### src/rtl/seven_seg_scan.sv
// ============================================================================
// Module   : seven_seg_scan
// Purpose  : Multiplexed scan controller for a common-anode 7-segment display
//            with per-slot blanking and frame-synchronous value update.
// Revision : 1.0 - initial release
// ============================================================================
`default_nettype none

module seven_seg_scan #(
   parameter int NUM_DIGITS   = 4,
   parameter int REFRESH_DIV  = 50000,
   parameter int BLANK_CYCLES = 16,
   parameter int IDX_W        = $clog2(NUM_DIGITS)
) (
   input  logic                    clk,
   input  logic                    rst,
   input  logic                    en,
   input  logic                    load,
   input  logic [4*NUM_DIGITS-1:0] value,
   input  logic [NUM_DIGITS-1:0]   digit_en,
   output logic [3:0]              code,
   output logic [NUM_DIGITS-1:0]   an,
   output logic [IDX_W-1:0]        dig_idx,
   output logic                    frame_done,
   output logic                    pending
);

   localparam int CNT_W = $clog2(REFRESH_DIV);

   localparam logic [CNT_W-1:0] c_cnt_last   = CNT_W'(REFRESH_DIV - 1);
   localparam logic [CNT_W-1:0] c_blank_last = CNT_W'(BLANK_CYCLES - 1);
   localparam logic [IDX_W-1:0] c_idx_last   = IDX_W'(NUM_DIGITS - 1);

   typedef enum logic [0:0] {
      BLANK = 1'b0,
      SHOW  = 1'b1
   } state_t;

   state_t                  r_state;
   logic [CNT_W-1:0]        r_cnt;
   logic [4*NUM_DIGITS-1:0] r_shadow;
   logic [4*NUM_DIGITS-1:0] r_active;

   logic                    w_slot_end;
   logic                    w_blank_end;
   logic                    w_wrap;
   logic [IDX_W-1:0]        w_idx_next;
   logic [IDX_W-1:0]        w_code_idx;
   logic [4*NUM_DIGITS-1:0] w_active_next;
   logic [NUM_DIGITS-1:0]   w_show_an;
   logic [3:0]              w_code_next;

   assign w_slot_end  = (r_state == SHOW) && (r_cnt == c_cnt_last);
   assign w_blank_end = (r_state == BLANK) && (r_cnt == c_blank_last);
   assign w_wrap      = w_slot_end && (dig_idx == c_idx_last);
   assign w_idx_next  = w_wrap ? '0 : dig_idx + 1'b1;
   assign w_code_idx  = en ? w_idx_next : '0;

   // A load coinciding with the frame boundary bypasses the shadow register.
   always_comb begin
      w_active_next = r_active;
      if (!en) begin
         if (pending) w_active_next = r_shadow;
      end else if (w_wrap) begin
         if (load)         w_active_next = value;
         else if (pending) w_active_next = r_shadow;
      end
   end

   always_comb begin
      w_show_an          = '1;
      w_show_an[dig_idx] = ~digit_en[dig_idx];
   end

   always_comb begin
      w_code_next = 4'd0;
      for (int i = 0; i < NUM_DIGITS; i++) begin
         if (w_code_idx == IDX_W'(i)) w_code_next = w_active_next[4*i +: 4];
      end
   end

   always_ff @(posedge clk or posedge rst) begin
      if (rst) begin
         r_state    <= BLANK;
         r_cnt      <= '0;
         r_shadow   <= '0;
         r_active   <= '0;
         an         <= '1;
         code       <= 4'd0;
         dig_idx    <= '0;
         frame_done <= 1'b0;
         pending    <= 1'b0;
      end else begin
         r_active   <= w_active_next;
         frame_done <= 1'b0;
         if (load) r_shadow <= value;

         if (!en) begin
            r_state <= BLANK;
            r_cnt   <= '0;
            dig_idx <= '0;
            an      <= '1;
            code    <= w_code_next;
            pending <= load;
         end else begin
            case (r_state)
               BLANK: begin
                  r_cnt <= r_cnt + 1'b1;
                  if (w_blank_end) begin
                     r_state <= SHOW;
                     an      <= w_show_an;
                  end
               end
               SHOW: begin
                  if (w_slot_end) begin
                     r_state    <= BLANK;
                     r_cnt      <= '0;
                     dig_idx    <= w_idx_next;
                     an         <= '1;
                     code       <= w_code_next;
                     frame_done <= w_wrap;
                  end else begin
                     r_cnt <= r_cnt + 1'b1;
                     an    <= w_show_an;
                  end
               end
               default: r_state <= BLANK;
            endcase

            if (w_wrap)    pending <= 1'b0;
            else if (load) pending <= 1'b1;
         end
      end
   end

endmodule

`default_nettype wire

### config.mk
export PLATFORM = sky130hd
export DESIGN_NAME = seven_seg_scan
export DESIGN_NICKNAME = d
export VERILOG_FILES = /design/src/rtl/seven_seg_scan.sv
export SDC_FILE = /design/constraint.sdc
export NUM_CORES = 1
export LEC_CHECK = 0
export ABC_AREA = 1
export BUFFER_PORTS_ARGS = -buffer_cell sky130_fd_sc_hd__buf_2
export CAP_MARGIN = 20
export CORE_AREA = 2 2 91 93
export DETAILED_ROUTE_END_ITERATION = 10
export DIE_AREA = 0 0 93 95
export PLACE_DENSITY = 0.71
export SYNTH_ARGS = -nofsm -noshare
export SYNTH_HDL_FRONTEND = slang
export SYNTH_SLANG_ARGS = --single-unit
### constraint.sdc
create_clock -name clk -period 4.35 [get_ports clk]
set_input_delay 0 -clock clk [delete_from_list [all_inputs] [get_ports clk]]
set_output_delay 0 -clock clk [all_outputs]
set_load 0.005 [all_outputs]
; Word-level counts from Yosys, hierarchy flattened
; Cells that the tools add are included.
; Widths: inputs -> output; s select.
[totals]
output_inout_bits = 12
latchBits = 0
elab_cells = 70
memories = 0
inputBits = 24
ramBits = 0
mem_bits_ro = 0
ff_bits = 61
[op_classes]
eq_ne = 10
n_bitwise = 4
mux = 37
n_mul = 0
n_addsub = 2
n_reduce_logical = 6
magnitude_cmp = 2
div = 0
shifts = 0
[op_table]
columns = operator, n
row1 = $mux 16, 6
row2 = $mux 4, 10
row3 = $pmux 16 s2, 1
row4 = $add 16x1->16 const B, 1
row5 = $eq 16x16->1 const B, 1
row6 = $eq 16x4->1 const B, 1
row7 = $mux 1, 11
row8 = $mux 2, 5
row9 = $pmux 4 s2, 1
row10 = $eq 2x2->1 const B, 3
row11 = $logic_and 1x1->1, 4
row12 = $ne 2x1->1 const B, 2
row13 = $not 4->4, 1
row14 = $or 4x4->4, 1
row15 = $lt 2x3->1 const B, 1
row16 = $ne 3x1->1 const B, 1
row17 = $ne 3x3->1 const B, 1
row18 = $add 2x1->2 const B, 1
row19 = $bmux 1 s2, 1
row20 = $demux 1 s2, 1
row21 = $eq 2x1->1 const B, 1
row22 = $ge 2x1->1 const B, 1
row23 = $logic_not 2->1, 1
row24 = $not 1->1, 2
row25 = 2 further kinds, 2

; Longest topological paths before layout
[depth]
ltp_word = 13
depth_mapped = 14
mapped_depth_nobuf = 14

; Worst setup path before layout
; No wires, ideal clock.
[synth_path]
path_kind = flip-flop to flip-flop
start = register r_cnt[0]
end = register code[0]
n_path_buf = 1
stages_incl_launch_ff = 12
setup_slack_ps = 2676
required_time_ps = 4234
setup_time_ps = 116
synth_period_minus_slack_ps = 1674
arrival_time_ps = 1558
cell_sequence = dfrtp_1 ha_1 nand3_2 nor2_2 nand3_4 buf_6 nand3_2 nand3_4 a21oi_2 nand2_1 nand2_1 nand2_1
[synth_between]
elab_cells_between_ends = 20
classes_between = eq/ne: 5 / mux: 11 / reduce/logical: 4
[synth_lines]
columns = element, line_no
row1 = start: declaration, 40  ; logic [CNT_W-1:0] r_cnt;
row2 = start signal: assignment, 108  ; r_cnt <= r_cnt + 1'b1;
row3 = start signal: assignment, 123  ; r_cnt <= r_cnt + 1'b1;
row4 = $eq 16x16->1 *, 53  ; assign w_slot_end = (r_state == SHOW) && (r_cnt == c_cnt_last);
row5 = $logic_and 1x1->1 *, 53
row6 = $logic_and 1x1->1 *, 55  ; assign w_wrap = w_slot_end && (dig_idx == c_idx_last);
row7 = $mux 16 *, 64  ; end else if (w_wrap) begin
row8 = $mux 16 *, 62  ; if (!en) begin
row9 = net w_active_next[8], 49  ; logic [4*NUM_DIGITS-1:0] w_active_next;
row10 = $mux 4 * (2 in a row), 78  ; if (w_code_idx == IDX_W'(i)) w_code_next = w_active_next[4*i +: 4];
row11 = $mux 4, 115  ; if (w_slot_end) begin
row12 = $mux 4, 106  ; case (r_state)
row13 = $mux 4 *, 98  ; if (!en) begin
row14 = end signal: assignment, 103  ; code <= w_code_next;
row15 = end signal: assignment, 120  ; code <= w_code_next;
row16 = end: declaration, 21  ; output logic [3:0] code,
; Mark *: on every way through the listed nets, which the timed path passes. The rest lies on a longest branch. The select of a mux whose other input is x is not followed.
; A chain may end at the register's enable or synchronous reset.

; Worst setup path after layout
[layout_path]
start = register dig_idx[0]
end = register code[3]
[layout_between]
elab_chain_cells = 12
elab_cells_between_ends = 18
classes_between = add/sub: 1 / eq/ne: 4 / mux: 11 / reduce/logical: 2
[layout_rtl]
columns = element, line_no
row1 = start: declaration, 23  ; output logic [IDX_W-1:0] dig_idx,
row2 = start signal: assignment, 118  ; dig_idx <= w_idx_next;
row3 = branches (longest 8 deep; another with $add 2x1->2), -
row4 = $mux 4 *, 78
row5 = $mux 4, 115
row6 = $mux 4, 106
row7 = $mux 4 *, 98
; Every way passes the cells marked *. The select of a mux whose other input is x is not followed.

==> out/metrics.yaml <==
status:
  run_status: "completed"
floorplanning:
  row_count: 33
  floorplan.initialDensity_pct: 43.77
  num_io_pins: 36
  die_area_sq_um: 8835
  chipHeight_um: 95
  design.core.area_sq_um: 7928
  die_w_um: 93
pwr:
  p_int_uw: 997.0
  share_clk_of_total_power_pct: 36.9
  sequentialPowerShare_pct: 46.9
  netSwitchingFraction_pct: 27.85
  power.switching_uw: 384.9
  power_density_nw_per_um2: 341.4
  static_leakage_uw: 0.001955
  power.ir.vdd_worst_v: 0.0001637
  power.combinational.fraction_pct: 16.3
timing:
  finalWorstSetupSlack_ns: 2.053
  unrepaired_setup_endpoints_after_global_routing: "no"
  clock.fmax_ghz: 0.4353
  final-hold-violation-count: 0
  final.min_clock_period_ns: 2.297
  worst_pin_slew_ns: 0.9478
  worst_hold_slack_ns: 0.2115
  finalMaxSlewViolations: 0
  final.setup_skew_ns: 0.008117
  setup_tns_ns: 0
  final_cycle_utilization_of_the_critical_path_pct: 52.81
  setup_violations: 0
  maxSlewHeadroom_pct: 36.81
worst_setup_path:
  crit_type: "register to register"
  cp-start-kind: "register"
  timing.critical_path.slowest_cell_delay_ns: 0.65
  cp_max_fo: 15
  worst_ep_required_time_ns: 4.61
  end_kind: "register"
  cp_top_family: "simple AND/OR/NAND/NOR gates"
  cp_cell_sequence: "ha_1 > nand3_4 > nand3_2 > nand2_1 > inv_1 > nand2_1 > nand3_1 > nor2_1 > nor2_1"
  critical_path_buf_inv_count: 1
  timing.critical_path.arrival_ns: 2.55
  crit_slowest_cell: "ha_1"
min_path:
  path_type_of_the_worst_min_delay_path: "input pin to register"
route:
  iteration_0_drc_count_of_the_detailed_router: 154
  wire_per_inst_um: 12.97
  routed-via-count: 2962
  totalWireLength_um: 7612
  drt_pass1_iterations: 5
  number_of_routed_nets_with_antenna_violations: 0
  drc: 0
  detail_route.vias_per_cell: 5.046
clock_tree:
  cts_tree: "done"
  clock_insertion_delay_worst_skew_ns: 0.33
  clock_buffers_created_by_tritoncts: 9
  cts_max_path_buffers: 2
  path_clk_slew_ns: 0.07
  cts_htree_levels: 3
  number_of_setup_buffers_added_after_cts: 0
  cts-resized-gates: 0
  number_of_sinks_handled_by_clock_tree_synthesis: 61
  cell_at_the_root_of_the_clock_tree: "clkbuf_8"
finish:
  fin_area_sq_um: 4048
  finalNetCount: 507
  share_of_final_layout_standard_cells_stronger_than_drive_strength_1_pct: 23.03
  finish.cell_count_without_fillers: 587
  layout.filler_cells: 761
  multi_input_area_sq_um: 1660
  antenna-diode-count: 0
  layout.area.seq_sq_um: 1531
  layout-area-overhead-vs-synth_pct: 16.66
grt:
  gr-usage-all-layers_pct: 18.37
  antenna_found_initial: 0
  grt_start_max_net_pins: 62
  grt_first_pass_wirelength_um: 12900
  globalRoute.totalOverflow: 0
  first_global_vias: 2811
synthesis:
  synth.cells.most_frequent: "nand2_1, dfrtp_1, inv_1, o21ai_0, nor2_1"
  avgSynthCellArea_sq_um: 8.069
  synth_ff_type: "dfrtp_1"
  yosys_warnings: 0
  synth.distinct_cells: 34
  synth_async_sr_flop_share_pct: 100.0
  postSynthNetCount: 459
  post_synth_instance_area_sq_um: 3470
  synthCells: 430
  synth_enable_flop_cells: 0
  synth_top_cell_by_area: "dfrtp_1"
  sequential_element_share_of_the_synthesized_area_pct: 44.14
  post-synth-top-area-fraction_pct: 41.11
  yosys_register_bits: 61
  most_common_cell_in_the_netlist: "nand2_1"
  synth.top_cells.by_area: "dfrtp_1, nand2_1, nand3_2"
placement:
  place_hpwl_um: 5269
  placedCellCount: 555
  pre_cts_ws_ns: 2.037
  place_congestion: 0.8321
  dpl_cell_area_sq_um: 3679
  placement.io_buffers: 35
flow_run:
  max-cap-violations: 0
## sequential cells by signal (all words and copies together), names as in the netlist
signal and flops:
frame_done 1, r_cnt 16, r_state 1, r_shadow 16
code 4, pending 1, r_active 16, an 4
dig_idx 2
## path summary, 6_finish.rpt
check	cells after the start	slack, ns	endpoint	start
max in group asynchronous	4	3.40	r_cnt[12]	rst
worst min-delay path	3	0.21	r_shadow[1]	load
worst max register to register	9	2.05	code[3]	dig_idx[0]
worst min register to register	2	0.47	r_shadow[0]	r_shadow[0]
min in group asynchronous	4	0.43	pending	rst
worst max-delay path	9	2.05	code[3]	dig_idx[0]
## cell type report
class,instances,area share (%)
multi-input combinational,307,41.02
sequential,61,37.84
timing repair buffer,53,8.717
inverter,46,4.266
clock buffer,11,3.740
tap,105,3.246
clock inverter,4,1.175
## cells by family after synthesis
family | Yosys count | synth area share, %
AO/OA/AOI/OAI | 63 | 9.881
XOR/XNOR | 2 | 0.5050
adder cells (fa/ha/maj) | 5 | 1.803
AND/OR/NAND/NOR | 237 | 35.67
flip-flops | 61 | 44.14
buffers and inverters | 62 | 8.006
## metal layers
metal | vias to the layer above | track usage, % | share of wire, %
met1 | 1387 | 23.97 | 48
met5 | - | 0 | 0
li1 | 1490 | - | -
met4 | 0 | 5.392 | 1.3
met3 | 12 | 4.070 | 3.7
met2 | 73 | 30.80 | 47
## power groups by stage
stage               Sequential (uW)  Clock, uW  Combinational (uW)
detailed placement              658          0                 214
global placement                656          0                 208
global route                    654        548                 258
finish                          648        509                 225
floorplan                       648          0                 162
CTS                             648        521                 228
## per-stage QoR
stage / util (%) / total power (uW)
after detailed placement: 46.40 / 872.6
after floorplan: - / 809.6
after global placement: 46.40 / 864.4
after global routing: 51.06 / 1460
final: 51.06 / 1382
after CTS: 51.06 / 1397
## worst reg2reg max path: stages (launching register included)
cell and delay (ns):
dfrtp_1 0.46, ha_1 0.65, nand3_4 0.37, nand3_2 0.22
nand2_1 0.06, inv_1 0.12, nand2_1 0.07, nand3_1 0.11
nor2_1 0.06, nor2_1 0.10
## layout by cell type, fill, tap and decap left out, types with 2 or more instances in the layout
cell type      synthesis  routed
nand3_2               25      25
nand2_2                2       2
clkinv_2               0       2
dfrtp_1               57      57
nand3_4                2       2
inv_2                  2       3
nor3_1                 6       6
o21ai_0               43      43
ha_1                   5       5
clkbuf_8               2      11
nand4_1               14      14
inv_1                 43      42
dfstp_2                4       4
dlygate4sd3_1          0      17
nand3_1               13      13
o21a_1                 4       4
nand2_1              117     117
a21oi_1                9       9
buf_2                  4      35
a211oi_1               2       2
or2_2                 12      12
nand3b_1               4       4
a31oi_1                3       3
nor2_4                 5       5
nor2_1                30      30
nor2_2                 6       6
## repair_timing
item                                    in CTS  in global routing
endpoints found under the setup margin       0                  0
hold buffers                                17                  0
endpoints found under the hold margin       73                  0
Power figures use the tool's default switching activity.
